$ cat src/rtl/imm_gen_stage.sv
// Decode-stage immediate producer: classifies RV32I opcodes, extracts sign-extended immediates,
// and delivers results through a 2-entry skid buffer. Optional illegal-opcode flag: IMM_GEN_ILLEGAL_EN.
package imm_gen_pkg;
   typedef enum logic [2:0] {
      IMM_TYPE_R,
      IMM_TYPE_I,
      IMM_TYPE_S,
      IMM_TYPE_B,
      IMM_TYPE_U,
      IMM_TYPE_J
   } imm_sel_e;
endpackage

module imm_gen_stage
   import imm_gen_pkg::*;
#(
   parameter int unsigned DATA_WIDTH = 32,
   parameter int unsigned SKID_DEPTH = 2
) (
   input  logic                  clk,
   input  logic                  rst,
   input  logic                  flush_i,
   input  logic                  valid_i,
   output logic                  ready_o,
   input  logic [31:0]           inst_i,
   output logic                  valid_o,
   input  logic                  ready_i,
   output imm_sel_e              ImmSel_o,
   output logic [DATA_WIDTH-1:0] imm_o,
`ifdef IMM_GEN_ILLEGAL_EN
   output logic                  illegal_o,
`endif
   output logic [31:0]           inst_o
);

   typedef enum logic [1:0] {
      BUF_EMPTY,
      BUF_ONE,
      BUF_TWO
   } buf_state_e;

   buf_state_e state_q, state_d;

   imm_sel_e              dec_sel;
   logic [DATA_WIDTH-1:0] dec_imm;

   imm_sel_e              head_sel, skid_sel;
   logic [DATA_WIDTH-1:0] head_imm, skid_imm;
   logic [31:0]           head_inst, skid_inst;
`ifdef IMM_GEN_ILLEGAL_EN
   logic                  dec_illegal;
   logic                  head_illegal, skid_illegal;
`endif

   logic       push, pop;
   logic       load_head, head_from_skid, load_skid;
   logic [1:0] occupancy;

   always_comb begin
      dec_sel = IMM_TYPE_R;
      dec_imm = '0;
`ifdef IMM_GEN_ILLEGAL_EN
      dec_illegal = 1'b0;
`endif
      case (inst_i[6:0])
         7'b0010011, 7'b0000011, 7'b1100111, 7'b1110011: begin
            dec_sel = IMM_TYPE_I;
            dec_imm = {{(DATA_WIDTH-12){inst_i[31]}}, inst_i[31:20]};
         end
         7'b0100011: begin
            dec_sel = IMM_TYPE_S;
            dec_imm = {{(DATA_WIDTH-12){inst_i[31]}}, inst_i[31:25], inst_i[11:7]};
         end
         7'b1100011: begin
            dec_sel = IMM_TYPE_B;
            dec_imm = {{(DATA_WIDTH-12){inst_i[31]}}, inst_i[7], inst_i[30:25],
                       inst_i[11:8], 1'b0};
         end
         7'b0110111, 7'b0010111: begin
            dec_sel = IMM_TYPE_U;
            dec_imm = {{(DATA_WIDTH-32){inst_i[31]}}, inst_i[31:12], 12'b0};
         end
         7'b1101111: begin
            dec_sel = IMM_TYPE_J;
            dec_imm = {{(DATA_WIDTH-20){inst_i[31]}}, inst_i[19:12], inst_i[20],
                       inst_i[30:21], 1'b0};
         end
         7'b0110011: begin
            dec_sel = IMM_TYPE_R;
         end
         default: begin
`ifdef IMM_GEN_ILLEGAL_EN
            dec_illegal = 1'b1;
`endif
         end
      endcase
   end

   // ready_o depends only on the buffer state register, never on ready_i
   always_comb begin
      case (state_q)
         BUF_EMPTY: occupancy = 2'd0;
         BUF_ONE:   occupancy = 2'd1;
         default:   occupancy = 2'd2;
      endcase
   end

   assign ready_o = (32'(occupancy) < SKID_DEPTH);
   assign valid_o = (state_q != BUF_EMPTY);
   assign push    = valid_i & ready_o;
   assign pop     = valid_o & ready_i;

   always_ff @(posedge clk or posedge rst) begin
      if (rst) begin
         state_q <= BUF_EMPTY;
      end else begin
         state_q <= state_d;
      end
   end

   always_comb begin
      state_d        = state_q;
      load_head      = 1'b0;
      head_from_skid = 1'b0;
      load_skid      = 1'b0;
      case (state_q)
         BUF_EMPTY: begin
            if (push) begin
               state_d   = BUF_ONE;
               load_head = 1'b1;
            end
         end
         BUF_ONE: begin
            if (push && pop) begin
               load_head = 1'b1;
            end else if (push) begin
               state_d   = BUF_TWO;
               load_skid = 1'b1;
            end else if (pop) begin
               state_d = BUF_EMPTY;
            end
         end
         default: begin
            if (pop) begin
               state_d        = BUF_ONE;
               load_head      = 1'b1;
               head_from_skid = 1'b1;
            end
         end
      endcase
      // Flush overrides everything, including an input presented this cycle
      if (flush_i) begin
         state_d        = BUF_EMPTY;
         load_head      = 1'b0;
         head_from_skid = 1'b0;
         load_skid      = 1'b0;
      end
   end

   always_ff @(posedge clk or posedge rst) begin
      if (rst) begin
         head_sel  <= IMM_TYPE_R;
         head_imm  <= '0;
         head_inst <= '0;
         skid_sel  <= IMM_TYPE_R;
         skid_imm  <= '0;
         skid_inst <= '0;
      end else begin
         if (load_head) begin
            if (head_from_skid) begin
               head_sel  <= skid_sel;
               head_imm  <= skid_imm;
               head_inst <= skid_inst;
            end else begin
               head_sel  <= dec_sel;
               head_imm  <= dec_imm;
               head_inst <= inst_i;
            end
         end
         if (load_skid) begin
            skid_sel  <= dec_sel;
            skid_imm  <= dec_imm;
            skid_inst <= inst_i;
         end
      end
   end

`ifdef IMM_GEN_ILLEGAL_EN
   always_ff @(posedge clk or posedge rst) begin
      if (rst) begin
         head_illegal <= 1'b0;
         skid_illegal <= 1'b0;
      end else begin
         if (load_head) begin
            head_illegal <= head_from_skid ? skid_illegal : dec_illegal;
         end
         if (load_skid) begin
            skid_illegal <= dec_illegal;
         end
      end
   end

   assign illegal_o = head_illegal;
`endif

   assign ImmSel_o = head_sel;
   assign imm_o    = head_imm;
   assign inst_o   = head_inst;

endmodule
$ cat config.mk
export PLATFORM = sky130hd
export DESIGN_NAME = imm_gen_stage
export DESIGN_NICKNAME = d
export VERILOG_FILES = /design/src/rtl/imm_gen_stage.sv
export SDC_FILE = /design/constraint.sdc
export NUM_CORES = 1
export LEC_CHECK = 0
export ABC_AREA = 1
export CORE_ASPECT_RATIO = 0.5
export CORE_MARGIN = 8
export CORE_UTILIZATION = 50
export DETAILED_ROUTE_END_ITERATION = 7
export GPL_TIMING_DRIVEN = 0
export HOLD_SLACK_MARGIN = 0.03
export PLACE_DENSITY_LB_ADDON = 0.08
export SLEW_MARGIN = 10
export SYNTH_ARGS = -nofsm -noshare
export SYNTH_HDL_FRONTEND = slang
export SYNTH_SLANG_ARGS = --single-unit
export TNS_END_PERCENT = 50
$ cat constraint.sdc
create_clock -name clk -period 4.9 [get_ports clk]
set_input_delay 0.98 -clock clk [delete_from_list [all_inputs] [get_ports clk]]
set_output_delay 0.98 -clock clk [all_outputs]
set_load 0.03 [all_outputs]
==> flow_summary.json <==
{
  "status": "finished clean",
  "cp-end-kind": "primary output",
  "synth_area_leader_cell": "dfrtp_1",
  "die_w_um": 179,
  "synth_mux_area_frac": 0,
  "hpwl_um": 13500,
  "synth_compound_area_frac": 0.119,
  "synthToLayoutAreaGrowth_pct": 28.2,
  "crit_path_cell_trace": "or2_1, clkdlybuf4s50_1",
  "cts.path.max_buffers": 2,
  "insertion_delay_ns": 0.42,
  "fin_skew_ns": 0.00971,
  "core_mm2": 0.0128,
  "vias": 6180,
  "synth-seq-cells": 136,
  "layout_common_cells": "nand2_1, dfrtp_1, clkdlybuf4s50_1, a21oi_1, nor2_1",
  "dieArea_mm2": 0.0174,
  "synthXorXnorAreaFrac": 0,
  "ys_types": 26,
  "fin_nets": 997,
  "yosysTopAreaCellShare": 0.515,
  "post-route-period-util": 0.556,
  "cp-start-kind": "flop",
  "slowest_stage": "clkdlybuf4s50_1",
  "synth_top_family_by_area": "simple AND/OR/NAND/NOR gates",
  "die_height_um": 97.3,
  "slew_headroom": 0.598,
  "drc": 0,
  "yosys-top-cells-area": "dfrtp_1, nand2_1, a21oi_1",
  "worstSetupPathType": "flop to primary output",
  "wl_per_cell_um": 16.6,
  "place_congestion": 0.937,
  "worstMarginPinSlew_ns": 0.603,
  "clkTransAtPathRegs_ns": 0.06,
  "cts_tree": "yes",
  "synth-simple-area-share": 0.286,
  "grt_pass1_wl_um": 31700,
  "synth_fa_ha_area_frac": 0,
  "grt_usage": 0.228,
  "critPathMaxStageDelay_ns": 0.60,
  "grt_max_degree": 89,
  "fin_crit_ns": 2.72,
  "hold_path.class": "flop to flop",
  "critPathArrivalTime_ns": 1.74,
  "ys_warn_count": 0,
  "ys_seq_area_frac": 0.515,
  "instances_no_fill": 1142,
  "drt_wl_total_um": 19000,
  "pwr_density_cell_mw_per_mm2": 415,
  "antenna_found_initial": 0,
  "synth_nets": 872,
  "port-buffer-count": 105,
  "cp_max_fo": 5,
  "drv_cap": 0,
  "htreeDepth": 4,
  "leakagePower_uw": 0.00434,
  "ant_nets": 0,
  "post-place-ws_ns": 2.05,
  "max_freq_mhz": 367,
  "dr.first_iter.drc_count": 728,
  "antennaDiodeCount": 0,
  "maxSlewViolCount": 0,
  "cts_hold_buf": 0,
  "netlist_instances": 835,
  "cts-root-buf": "clkbuf_16",
  "rsz0062_at_grt": "false",
  "final_common_cell": "nand2_1",
  "setup_viol": 0,
  "cts_made_buffers": 17,
  "grt_pass1_vias": 6121,
  "floorplan.initialDensity": 0.518,
  "rows": 29,
  "layout-drive-gt1-share": 0.111,
  "grt.overflow.total": 0,
  "r2r_slack_ns": 3.20,
  "final-hold-violation-count": 0,
  "placedCellCount": 1111,
  "cts.repair.resized": 0,
  "synth.avg_cell_area_um2": 7.92,
  "postLayoutCoreUtil": 0.664,
  "first_pass_iters": 5,
  "cts_sinks": 136,
  "cts_setup_buffers": 0,
  "ir_drop_v": 0.000243,
  "crit_required_ns": 3.92,
  "boundaryPins": 106,
  "setup_ws_ns": 2.18,
  "avgViaCountPerCell": 5.41,
  "synth_area_mm2": 0.00661
}
## path summary, 6_finish.rpt
path	start	to	depth (start not counted)
min in group asynchronous	rst	imm_o[27]	2
hold reg to reg	skid_inst[0]	skid_inst[0]	2
setup reg to reg	state_q[1]	inst_o[12]	5
max in group asynchronous	rst	skid_inst[6]	3
setup / recovery	state_q[1]	valid_o	2
hold / removal	skid_inst[0]	skid_inst[0]	2
## Yosys cell counts
master / n
buf_1: 3
buf_4: 7
o31ai_1: 1
dfrtp_1: 136
nand3_2: 5
inv_2: 6
buf_6: 9
nand2_4: 2
or2_1: 1
o21ai_0: 41
nor2_4: 11
clkbuf_1: 10
inv_1: 49
nor2_1: 57
o21ai_2: 6
buf_2: 20
nor2_2: 2
o211ai_1: 1
nand3_1: 46
o21a_1: 1
nand2_2: 6
nand4_1: 9
a21oi_1: 82
o21ai_1: 19
buf_12: 1
nand2_1: 304
## final cells by class
cell class	instances	area, um2
repair buffers	106	1080
multi-input cells	594	2680
clock buffers	19	453
fillers	1125	4290
clock inverters	12	118
well taps	170	213
inverters	55	211
plain buffers	50	323
flip-flops and latches	136	3400
## report_power, final
part / switching [uW] / internal [uW] / total (uW)
clock network: 525 / 729 / 1250
registers: 121 / 1370 / 1490
logic: 468 / 309 / 777
## critical path: cells and delay by family, from the launching register on
family | cells | cell delay (ns)
simple gates | 1 | 0.28
flops | 1 | 0.44
buf+inv | 1 | 0.60
## metrics by stage
step	hold slack, ns	total power [uW]	TNS, ns	cell area, um2
finish	0.472	3520	0	8480
global route	0.492	3680	0	8480
CTS	0.474	3530	0	8480
detailed placement	0.458	2280	0	7910
global placement	0.455	2260	-227.98	7880
floorplan	0.442	1960	0	6610
## layer usage
metal	vias to the layer above	routed length, um	global-route usage
li1	2911	-	-
met1	2981	8910	0.323
met2	258	8140	0.337
met3	30	1650	0.0531
met4	0	280	0.0758
met5	-	0	0
## flip-flops by register name, indices dropped and copies added (netlist names)
register   count
state_q        2
ImmSel_o       3
inst_o        32
skid_inst     32
skid_sel       3
imm_o         32
skid_imm      32
## cells by family (layout without fill, tap and decap cells)
logic type | Yosys count | in the layout
DFF | 136 | 136
buffers and inverters | 105 | 242
and+or+nand+nor | 443 | 443
AOI/OAI and AO/OA | 151 | 151
(Power assumes the default switching activity.)
